File: src/rtl/alarm_controller.sv
// Alarm sequencing controller: owns player_en, decodes snooze/stop presses,
// limits snoozes and times out ringing and snoozing with a seconds timer.
module alarm_controller #(
  parameter int CLK_HZ         = 100_000_000,
  parameter int RING_TIMEOUT_S = 60,
  parameter int SNOOZE_S       = 300,
  parameter int MAX_SNOOZES    = 3
) (
  input  logic       clk,
  input  logic       rst,
  input  logic       alarm_on,
  input  logic       alarm_match,
  input  logic       snooze_btn,
  input  logic       stop_btn,
  output logic       player_en,
  output logic       snoozing,
  output logic [3:0] snooze_left,
  output logic [1:0] state
);

  localparam int SEC_MAX = (RING_TIMEOUT_S > SNOOZE_S) ? RING_TIMEOUT_S : SNOOZE_S;
  localparam int PW      = (CLK_HZ > 1) ? $clog2(CLK_HZ) : 1;
  localparam int SW      = $clog2(SEC_MAX + 1);

  localparam logic [PW-1:0] PRESC_LAST  = PW'(CLK_HZ - 1);
  localparam logic [SW-1:0] RING_LOAD   = SW'(RING_TIMEOUT_S);
  localparam logic [SW-1:0] SNOOZE_LOAD = SW'(SNOOZE_S);
  localparam logic [3:0]    SNOOZE_INIT = 4'(MAX_SNOOZES);

  typedef enum logic [1:0] {
    IDLE    = 2'd0,
    RINGING = 2'd1,
    SNOOZE  = 2'd2,
    DONE    = 2'd3
  } state_t;

  state_t          cur_state;
  state_t          next_state;
  logic [3:0]      next_left;
  logic [PW-1:0]   presc;
  logic [SW-1:0]   sec_left;
  logic            snooze_q;
  logic            stop_q;
  logic            snooze_rise;
  logic            stop_rise;
  logic            running;
  logic            tick;
  logic            expiry;
  logic            changing;

  assign snooze_rise = snooze_btn & ~snooze_q;
  assign stop_rise   = stop_btn & ~stop_q;
  assign running     = (cur_state == RINGING) || (cur_state == SNOOZE);
  assign tick        = running && (presc == PRESC_LAST);
  assign expiry      = tick && (sec_left == SW'(1));
  assign changing    = (next_state != cur_state);
  assign state       = cur_state;

  // Next-state and snooze budget; an ignored snooze press behaves as no press.
  always_comb begin
    next_state = cur_state;
    next_left  = snooze_left;
    case (cur_state)
      IDLE: begin
        if (alarm_on && alarm_match) begin
          next_state = RINGING;
          next_left  = SNOOZE_INIT;
        end else begin
          next_state = IDLE;
        end
      end
      RINGING: begin
        if (!alarm_on) begin
          next_state = IDLE;
        end else if (stop_rise) begin
          next_state = DONE;
        end else if (snooze_rise && (snooze_left != 4'd0)) begin
          next_state = SNOOZE;
          next_left  = snooze_left - 4'd1;
        end else if (expiry) begin
          next_state = DONE;
        end else begin
          next_state = RINGING;
        end
      end
      SNOOZE: begin
        if (!alarm_on) begin
          next_state = IDLE;
        end else if (stop_rise) begin
          next_state = DONE;
        end else if (expiry) begin
          next_state = RINGING;
        end else begin
          next_state = SNOOZE;
        end
      end
      DONE: begin
        if (!alarm_match || !alarm_on) begin
          next_state = IDLE;
        end else begin
          next_state = DONE;
        end
      end
      default: begin
        next_state = IDLE;
      end
    endcase
  end

  // State, button history and outputs registered from the next state.
  always_ff @(posedge clk) begin
    if (rst) begin
      cur_state   <= IDLE;
      snooze_left <= 4'd0;
      snooze_q    <= 1'b1;
      stop_q      <= 1'b1;
      player_en   <= 1'b0;
      snoozing    <= 1'b0;
    end else begin
      cur_state   <= next_state;
      snooze_left <= next_left;
      snooze_q    <= snooze_btn;
      stop_q      <= stop_btn;
      player_en   <= (next_state == RINGING);
      snoozing    <= (next_state == SNOOZE);
    end
  end

  // Prescaler restarts on every transition so each visit gets whole seconds.
  always_ff @(posedge clk) begin
    if (rst) begin
      presc    <= '0;
      sec_left <= '0;
    end else begin
      if (changing || tick || !running) begin
        presc <= '0;
      end else begin
        presc <= presc + PW'(1);
      end
      if (changing && (next_state == RINGING)) begin
        sec_left <= RING_LOAD;
      end else if (changing && (next_state == SNOOZE)) begin
        sec_left <= SNOOZE_LOAD;
      end else if (tick) begin
        sec_left <= sec_left - SW'(1);
      end else begin
        sec_left <= sec_left;
      end
    end
  end

endmodule

File: config.mk
export PLATFORM = sky130hd
export DESIGN_NAME = alarm_controller
export DESIGN_NICKNAME = d
export VERILOG_FILES = /design/src/rtl/alarm_controller.sv
export SDC_FILE = /design/constraint.sdc
export NUM_CORES = 1
export LEC_CHECK = 0
export ABC_AREA = 1
export CORE_ASPECT_RATIO = 0.8
export CORE_MARGIN = 3
export CORE_UTILIZATION = 35
export DETAILED_ROUTE_END_ITERATION = 10
export PLACE_DENSITY = 0.57
export SYNTH_ARGS = -nofsm -noshare
export SYNTH_HDL_FRONTEND = slang
export SYNTH_SLANG_ARGS = --single-unit
File: constraint.sdc
create_clock -name clk -period 3 [get_ports clk]
set_input_delay 0.6 -clock clk [delete_from_list [all_inputs] [get_ports clk]]
set_output_delay 0.6 -clock clk [all_outputs]
set_load 0.1 [all_outputs]
==> impl_metrics.env, run 1 <==
export IMPL_outcome="completed"
export IMPL_vias_in_the_first_global_route=1854
export IMPL_critical_path_required_ns=3.24
export IMPL_layout_area_seq_um2=922
export IMPL_hold_class="flop to flop"
export IMPL_vias_per_cell=4.34
export IMPL_clockPowerShare_pct=38.4
export IMPL_capturing_element_type_of_the_critical_path="flop"
export IMPL_share_of_the_cycle_needed_by_the_critical_path_after_routing_pct=84.8
export IMPL_finalMaxSlewViolations=0
export IMPL_clock_tree_from_tritoncts="yes"
export IMPL_layout_setup_ws_ns=0.457
export IMPL_yosysWarnings=0
export IMPL_floorplan_io_pins=14
export IMPL_cts_repair_timing_setup_buffer_count=0
export IMPL_ys_seq_elements=46
export IMPL_finalSetupTns_ns=0
export IMPL_synthCells=325
export IMPL_post_synth_num_cell_types=30
export IMPL_synth_seq_area_share_pct=35.2
export IMPL_fillerInstances=731
export IMPL_layout_cells_sized_above_1_pct=17.6
export IMPL_post_route_drc_count=0
export IMPL_skew_ns=0.00972
export IMPL_place_hpwl_mm=3.37
export IMPL_source_to_sink_clock_delay_at_the_later_pin_of_the_worst_skew_pair_ns=0.30
export IMPL_p_per_area_nw_per_um2=419
export IMPL_critPathMostFrequentCell="nand2_1"
export IMPL_drtPass1Iterations=4
export IMPL_routed_via_count=1880
export IMPL_die_height_um=83.3
export IMPL_cp_arrival_ns=2.78
export IMPL_path_class="flop to flop"
export IMPL_grt_antenna_before_repair=0
export IMPL_grt_start_max_net_pins=16
export IMPL_combinationalPowerShare_pct=10.5
export IMPL_power_report_internal_total_mw=0.927
export IMPL_core_um2=7060
export IMPL_die_area_um2=8540
export IMPL_ir_drop_uv=205
export IMPL_global_route_wire_length_before_repair_mm=8.27
export IMPL_iteration_0_drc_count_of_the_detailed_router=70
export IMPL_rsz0062_at_grt="no"
export IMPL_wire_per_inst_um=10.5
export IMPL_antenna_diode_count=0
export IMPL_buffer_depth_of_the_longest_clock_path=2
export IMPL_multi_input_gate_area_um2=1420
export IMPL_cts_root_buf="clkbuf_8"
export IMPL_synth_avg_cell_area_um2=8.04
export IMPL_timing_critical_path_fanout_max=15
export IMPL_cellLeakagePower_nw=1.14
export IMPL_tritoncts_num_sinks=46
export IMPL_final_setup_viols=0
export IMPL_seq_power_share_pct=51.0
export IMPL_area_growth_pct=12.7
export IMPL_power_share_switching_pct=24.8
export IMPL_clk_transition_reported_paths_ns=0.09
export IMPL_dp_cells=426
export IMPL_design_final_nets=362
export IMPL_place_gp_congestion=0.788
export IMPL_timing_critical_path_slowest_cell_delay_ns=0.38
export IMPL_core_rowCount=27
export IMPL_crit_path_start_kind="flop"
export IMPL_syn_cell_area_um2=2610
export IMPL_ctsHoldBuffers=0
export IMPL_h_tree_lvls=2
export IMPL_cells_along_the_critical_path="inv_1, ha_1, inv_1, nor2_1, nand2_1, nor2_2, nand3_1, nand2_1, nand2_1, nand2_1, nand2_1, nand2_2, xor2_2, nand3_4, buf_12, nor2_1"
export IMPL_fmax_mhz=393
export IMPL_portBuffers=13
export IMPL_crit_path_top_delay_cell="dfxtp_2"
export IMPL_route_antenna_remaining_nets=0
export IMPL_timing_max_slew_rel_slack_pct=62.2
export IMPL_timing_worst_slew_pin_value_ns=0.564
export IMPL_total_net_switching_power_mw=0.306
export IMPL_die_x_um=103
export IMPL_preCtsSetupSlack_ns=0.386
export IMPL_totalWireLength_mm=4.55
export IMPL_cap_viol_max_count=0
export IMPL_start_util_pct=37.0
export IMPL_track_usage_pct=11.8
export IMPL_cts_resized_gates=0
export IMPL_numCtsBuffers=5
export IMPL_report_final_hold_viol_count=0
export IMPL_synthesis_nets=341
export IMPL_final_min_clock_period_ns=2.54
export IMPL_instances_no_fill=433
export IMPL_grt_overflow=0
[layout by cell type (no fill, tap or decap), drive strengths merged, types with 2 or more instances in the layout]
cell / instances
buf: 12
nand3: 17
nor3: 17
nor2: 63
clkbuf: 6
nand3b: 2
nor4: 2
nand4: 3
inv: 59
o21ai: 5
nor3b: 3
clkdlybuf4s50: 5
ha: 10
xor2: 28
a21oi: 5
xnor2: 7
o211ai: 3
nand2: 49
dfxtp: 46
[layout make-up]
class	instances	share of cell area, %
inverter	60	7.65
tap	87	3.70
timing repair buffer	17	5.18
sequential	46	31.3
clock inverter	1	1.02
multi-input combinational	216	48.3
clock buffer	6	2.80
[synth_stat cells]
cell type | count | area (um2)
nor3_1 | 16 | 80.1
o21ai_0 | 5 | 25.0
buf_12 | 2 | 40.0
ha_1 | 10 | 125
clkinv_1 | 1 | 3.75
a21oi_1 | 5 | 25.0
nand2_2 | 4 | 25.0
a221oi_1 | 1 | 8.76
xnor2_1 | 7 | 61.3
o211ai_1 | 3 | 22.5
xor2_2 | 2 | 32.5
nand2_1 | 44 | 165
nand3b_1 | 2 | 15.0
a211oi_1 | 1 | 7.51
nand3_1 | 15 | 75.1
clkbuf_1 | 1 | 3.75
inv_1 | 53 | 199
nor2_1 | 39 | 146
nor3_2 | 1 | 10.0
nand3_4 | 2 | 35.0
nor4_1 | 2 | 12.5
dfxtp_1 | 46 | 921
nor3b_2 | 1 | 12.5
nor2_4 | 23 | 259
inv_2 | 6 | 22.5
nor3b_1 | 2 | 15.0
nand4_1 | 3 | 18.8
nand2_4 | 1 | 11.3
xor2_1 | 26 | 228
nor2_2 | 1 | 6.26
[logic make-up after synthesis]
family / count (synthesis) / synth area share [%]
AO/OA/AOI/OAI: 15 / 3.40
XOR/XNOR: 35 / 12.3
adder cells (fa/ha/maj): 10 / 4.79
buffers and inverters: 63 / 10.3
flip-flops: 46 / 35.2
AND/OR/NAND/NOR: 156 / 34.0
[sequential cells by signal, summed over array words and instances (netlist names)]
register,flops
player_en,1
presc,27
sec_left,9
snooze_left,4
snooze_q,1
snoozing,1
state,2
stop_q,1
[metal layers]
layer / global-route usage [%] / part of all wire (%) / vias to the layer above
li1: - / - / 1033
met1: 16.6 / 54 / 822
met2: 17.5 / 41 / 20
met3: 3.11 / 3.4 / 5
met4: 3.58 / 1.2 / 0
met5: 0 / 0 / -
[worst max-delay path, delay by kind of cell (launching register included)]
family                     cells  cell delay, ns
and+or+nand+nor               11            1.16
buffers and inverters          3            0.44
DFF                            1            0.38
adders and majority gates      1            0.30
xor gates and xnor gates       1            0.18
[stage by stage]
stage | util, % | area, um2 | hold WS, ns | total power [mW]
after floorplan | - | 2610 | 0.418 | 0.745
final | 41.7 | 2940 | 0.463 | 1.23
after CTS | 41.7 | 2940 | 0.464 | 1.26
after detailed placement | 40.1 | 2830 | 0.444 | 0.774
after global routing | 41.7 | 2940 | 0.478 | 1.29
after global placement | 40.1 | 2830 | 0.443 | 0.774
[power by group through the flow]
stage | combinational, mW | sequential (mW) | clock, mW
after CTS | 0.131 | 0.630 | 0.496
after global placement | 0.130 | 0.644 | 0
after detailed placement | 0.131 | 0.644 | 0
after global routing | 0.144 | 0.631 | 0.519
final | 0.130 | 0.629 | 0.474
after floorplan | 0.0610 | 0.684 | 0
[worst paths after layout]
check,to,cells past startpoint,slack [ns],startpoint
worst max-delay path,presc[24],16,0.46,state[0]
worst min-delay path,presc[0],1,0.46,presc[0]
worst max register to register,presc[24],16,0.46,state[0]
worst min register to register,presc[0],1,0.46,presc[0]
(Power assumes the default switching activity.)
==> run 2: changes to the inputs <==
Settings changed: PLACE_DENSITY 0.57 to 0.59.
Clock period 3 ns to 2.3 ns, I/O delays scaled along.
==> impl_metrics.env, run 2 (synthesis results as in run 1) <==
export IMPL_fin_area_um2=3210
export IMPL_most_common_layout_cells="inv_1, nand2_1, dfxtp_1"
export IMPL_p_per_area_nw_per_um2=535
export IMPL_cap_viol_max_count=0
export IMPL_hold_class="flop to flop"
export IMPL_timing_critical_path_fanout_max=6
export IMPL_die_x_um=103
export IMPL_commonest_non_fill_non_tap_cell_in_the_layout="inv_1"
export IMPL_vias_per_cell=4.49
export IMPL_core_um2=7060
export IMPL_finalMaxSlewViolations=0
export IMPL_share_of_the_cycle_needed_by_the_critical_path_after_routing_pct=98.6
export IMPL_timing_worst_slew_pin_value_ns=0.626
export IMPL_drtPass1Iterations=4
export IMPL_fmax_mhz=441
export IMPL_h_tree_lvls=2
export IMPL_capturing_element_type_of_the_critical_path="flop"
export IMPL_largest_registers="presc (27), sec_left (9), snooze_left (4)"
export IMPL_routed_via_count=1994
export IMPL_die_area_um2=8540
export IMPL_met1_usage_pct=17.2
export IMPL_antenna_diode_count=0
export IMPL_place_hpwl_mm=3.60
export IMPL_area_growth_pct=22.7
export IMPL_wire_per_inst_um=11.1
export IMPL_layout_cells_sized_above_1_pct=26.6
export IMPL_report_final_hold_viol_count=0
export IMPL_global_route_wire_length_before_repair_mm=8.13
export IMPL_layout_setup_ws_ns=0.0331
export IMPL_timing_critical_path_slowest_cell_delay_ns=0.40
export IMPL_crit_path_top_delay_cell="dfxtp_4"
export IMPL_critical_path_n_buffers_inverters=3
export IMPL_ff2ff_setup_slack_ns=0.03
export IMPL_cellLeakagePower_nw=1.23
export IMPL_max_reg_flops=27
export IMPL_preCtsSetupSlack_ns=-0.0802
export IMPL_die_height_um=83.3
export IMPL_tritoncts_num_sinks=46
export IMPL_worst_path_dominant_cell_family="simple AND/OR/NAND/NOR gates"
export IMPL_place_gp_congestion=0.815
export IMPL_post_route_drc_count=0
export IMPL_cp_arrival_ns=2.51
export IMPL_final_setup_viols=0
export IMPL_grt_antenna_before_repair=0
export IMPL_ir_drop_uv=227
export IMPL_fillerInstances=692
export IMPL_clock_tree_from_tritoncts="yes"
export IMPL_skew_ns=0.00753
export IMPL_rsz0062_at_grt="yes"
export IMPL_cells_along_the_critical_path="inv_4, ha_4, inv_2, nor2_2, nand2_1, nor2_2, nand4_1, a21oi_1, nand2_1, nand2_2, xor2_2, nand3_4, clkbuf_16, nor2_4"
export IMPL_max_flop_register="presc"
export IMPL_path_class="flop to flop"
export IMPL_grt_start_max_net_pins=15
export IMPL_track_usage_pct=11.7
export IMPL_vias_in_the_first_global_route=1858
export IMPL_source_to_sink_clock_delay_at_the_later_pin_of_the_worst_skew_pair_ns=0.30
export IMPL_critical_path_required_ns=2.54
export IMPL_numCtsBuffers=5
export IMPL_start_util_pct=37.0
export IMPL_design_final_nets=372
export IMPL_iteration_0_drc_count_of_the_detailed_router=60
export IMPL_timing_max_slew_rel_slack_pct=58.1
export IMPL_grt_overflow=0
export IMPL_core_rowCount=27
export IMPL_placed_inst_area_um2=2880
export IMPL_globalRouteMet2Util_pct=16.2
export IMPL_outcome="completed"
export IMPL_crit_path_start_kind="flop"
export IMPL_busiest_layer_in_global_routing="met1"
export IMPL_cts_root_buf="clkbuf_8"
export IMPL_grt_met3_usage_pct=2.94
export IMPL_portBuffers=13
export IMPL_final_min_clock_period_ns=2.27
export IMPL_totalWireLength_mm=4.93
export IMPL_buffer_depth_of_the_longest_clock_path=2
export IMPL_floorplan_io_pins=14
export IMPL_route_antenna_remaining_nets=0
export IMPL_clk_transition_reported_paths_ns=0.09
[run 2: cell types whose count changed in the layout (fill, tap and decap cells not counted), sizes merged]
cell,change
clkbuf,+3
buf,+8
[run 2: cell type report]
cell class / count / area (um2) / share of cell area [%]
inverters: 60 / 228 / 7.10
flip-flops and latches: 46 / 938 / 29.3
repair buffers: 27 / 279 / 8.70
clock inverters: 1 / 30.0 / 0.936
multi-input cells: 216 / 1520 / 47.2
clock buffers: 7 / 108 / 3.36
well taps: 87 / 109 / 3.39
[run 2: path summary, 6_finish.rpt]
check,startpoint,to,depth (start not counted)
setup / recovery,state[0],presc[26],14
hold / removal,presc[0],presc[0],2
setup reg to reg,state[0],presc[26],14
hold reg to reg,presc[0],presc[0],2
[run 2: per-stage QoR]
stage | instances | total power [mW] | hold slack (ns) | TNS [ns] | utilization, %
floorplan | 325 | 0.971 | 0.418 | 0 | -
global placement | 429 | 1.02 | 0.432 | 0 | 40.8
detailed placement | 429 | 1.02 | 0.441 | -0.225 | 40.8
CTS | 437 | 1.73 | 0.463 | 0 | 42.7
global route | 444 | 1.80 | 0.562 | -2.22 | 45.4
finish | 444 | 1.72 | 0.544 | 0 | 45.4
[run 2: timing repair]
action	4_1_cts	5_1_grt
hold endpoints to repair	0	0
endpoints found under the setup margin	0	37
setup buffers	0	5
gates resized for setup	0	26
hold buffers	0	0
[run 2: metal layers]
layer | vias to the layer above | part of all wire [%]
met5 | - | 0
met4 | 0 | 1.4
met3 | 7 | 2.7
met2 | 20 | 44
met1 | 910 | 52
li1 | 1057 | -
[run 2: power breakdown]
part           internal, mW  leakage (nW)  switching, mW
Sequential            0.809         0.377         0.0110
Combinational        0.0645         0.784          0.127
Clock                 0.420        0.0696          0.284
Total                  1.29          1.23          0.423
[run 2: tightest hold or removal path, stage by stage, from the launching register on]
cell     delay, ns
dfxtp_4       0.37
buf_4         0.12
nor2_4        0.03
==> run 3: changes to the inputs <==
Settings changed: CORE_ASPECT_RATIO 0.8 to not set.
==> impl_metrics.env, run 3 (synthesis results as in run 1) <==
export IMPL_outcome="completed"
export IMPL_cp_arrival_ns=2.45
export IMPL_finalMaxSlewViolations=0
export IMPL_core_rowCount=30
export IMPL_capturing_element_type_of_the_critical_path="flop"
export IMPL_portBuffers=13
export IMPL_sum_of_internal_switching_and_leakage_power_mw=1.57
export IMPL_grt_antenna_before_repair=0
export IMPL_h_tree_lvls=2
export IMPL_routed_wl_met2_mm=2.15
export IMPL_most_common_layout_cells="inv_1, nand2_1, dfxtp_1"
export IMPL_max_flop_register="presc"
export IMPL_place_hpwl_mm=3.36
export IMPL_start_util_pct=37.2
export IMPL_clock_tree_from_tritoncts="yes"
export IMPL_source_to_sink_clock_delay_at_the_later_pin_of_the_worst_skew_pair_ns=0.31
export IMPL_global_route_wire_length_before_repair_mm=7.98
export IMPL_critical_path_n_buffers_inverters=3
export IMPL_worst_path_dominant_cell_family="simple AND/OR/NAND/NOR gates"
export IMPL_drtPass1Iterations=4
export IMPL_wire_per_inst_um=10.1
export IMPL_placed_inst_area_um2=2890
export IMPL_drt_met1_wl_mm=2.24
export IMPL_final_min_clock_period_ns=2.20
export IMPL_track_usage_pct=11.4
export IMPL_timing_max_slew_rel_slack_pct=64.5
export IMPL_instances_no_fill=455
export IMPL_totalWireLength_mm=4.61
export IMPL_clk_transition_reported_paths_ns=0.09
export IMPL_cellLeakagePower_nw=1.22
export IMPL_p_per_area_nw_per_um2=500
export IMPL_layout_cells_sized_above_1_pct=26.2
export IMPL_area_growth_pct=20.4
export IMPL_antenna_diode_count=0
export IMPL_rsz0062_at_grt="yes"
export IMPL_final_core_util_pct=44.8
export IMPL_cts_root_buf="clkbuf_8"
export IMPL_die_height_um=92.4
export IMPL_ctsHoldBuffers=0
export IMPL_detailroute_wirelength_met3_um=143
export IMPL_crit_path_top_delay_cell="dfxtp_4"
export IMPL_floorplan_io_pins=14
export IMPL_tritoncts_num_sinks=46
export IMPL_final_setup_viols=0
export IMPL_numCtsBuffers=5
export IMPL_post_route_drc_count=0
export IMPL_whs_ns=0.444
export IMPL_vias_in_the_first_global_route=1828
export IMPL_timing_worst_slew_pin_value_ns=0.530
export IMPL_die_area_um2=8540
export IMPL_routed_via_count=1974
export IMPL_design_final_nets=374
export IMPL_cap_viol_max_count=0
export IMPL_grt_overflow=0
export IMPL_core_um2=7020
export IMPL_timing_critical_path_fanout_max=7
export IMPL_fmax_mhz=454
export IMPL_critical_path_required_ns=2.55
export IMPL_place_gp_congestion=0.791
export IMPL_grt_start_max_net_pins=16
export IMPL_timing_critical_path_slowest_cell_delay_ns=0.39
export IMPL_fillerInstances=716
export IMPL_max_reg_flops=27
export IMPL_cells_along_the_critical_path="inv_6, ha_4, inv_2, nor2_2, nand2_2, nor2_4, nand4_1, a21oi_2, nand2_1, nand2_2, xor2_2, nand3_4, clkbuf_16, nor2_4"
export IMPL_fin_area_um2=3150
export IMPL_iteration_0_drc_count_of_the_detailed_router=52
export IMPL_ir_drop_uv=234
export IMPL_buffer_depth_of_the_longest_clock_path=2
export IMPL_die_x_um=92.4
export IMPL_path_class="flop to flop"
export IMPL_route_antenna_remaining_nets=0
export IMPL_dp_cells=439
export IMPL_hold_class="flop to flop"
export IMPL_share_of_the_cycle_needed_by_the_critical_path_after_routing_pct=95.7
export IMPL_skew_ns=0.00647
export IMPL_dr_max_layer_used="met4"
export IMPL_vias_per_cell=4.34
export IMPL_largest_registers="presc (27), sec_left (9), snooze_left (4)"
export IMPL_commonest_non_fill_non_tap_cell_in_the_layout="inv_1"
export IMPL_report_final_hold_viol_count=0
export IMPL_crit_path_start_kind="flop"
-- run 3: worst reg2reg max path, cell delays in order, from the launching register on --
cell       delay [ns]
dfxtp_4          0.39
inv_6            0.05
ha_4             0.25
inv_2            0.03
nor2_2           0.08
nand2_2          0.07
nor2_4           0.12
nand4_1          0.14
a21oi_2          0.18
nand2_1          0.08
nand2_2          0.10
xor2_2           0.19
nand3_4          0.14
clkbuf_16        0.22
nor2_4           0.10
-- run 3: layer usage --
metal / GRT usage (%) / vias to the layer above
li1: - / 1055
met1: 14.6 / 898
met2: 18.4 / 16
met3: 3.09 / 5
met4: 4.08 / 0
met5: 0 / -
-- run 3: worst paths after layout --
| path | from | endpoint | slack [ns] | cells past startpoint |
|---|---|---|---|---|
| worst max-delay path | state[0] | presc[4] | 0.1 | 14 |
| worst min register to register | presc[0] | presc[0] | 0.44 | 1 |
| worst min-delay path | presc[0] | presc[0] | 0.44 | 1 |
| worst max register to register | state[0] | presc[4] | 0.1 | 14 |
-- run 3: metrics by stage --
| stage | setup TNS, ns | worst slack (ns) |
|---|---|---|
| after global routing | -1.03 | -0.108 |
| after detailed placement | -0.258 | -0.0542 |
| final | 0 | 0.0995 |
| after CTS | 0 | 0.00732 |
| after floorplan | 0 | 0.0141 |
| after global placement | 0 | 0.00614 |
-- run 3: final cells by class --
class                           instances  area, um2  share of cell area [%]
Sequential cell                        46        938                    29.8
Multi-Input combinational cell        216       1480                    47.2
Tap cell                               96        120                    3.82
Timing Repair Buffer                   29        268                    8.51
Clock buffer                            7       96.3                    3.06
Clock inverter                          1       8.76                   0.278
Inverter                               60        230                    7.32
-- run 3: power by group --
part / switching, mW / total, mW / leakage [nW] / internal, mW
sequential: 0.0105 / 0.820 / 0.377 / 0.809
clock: 0.290 / 0.566 / 0.0544 / 0.276
combinational: 0.122 / 0.187 / 0.787 / 0.0646
-- run 3: timing repair --
action | 4_1_cts | 5_1_grt
resized for setup | 0 | 19
endpoints found under the setup margin | 0 | 36
setup buffers | 0 | 7
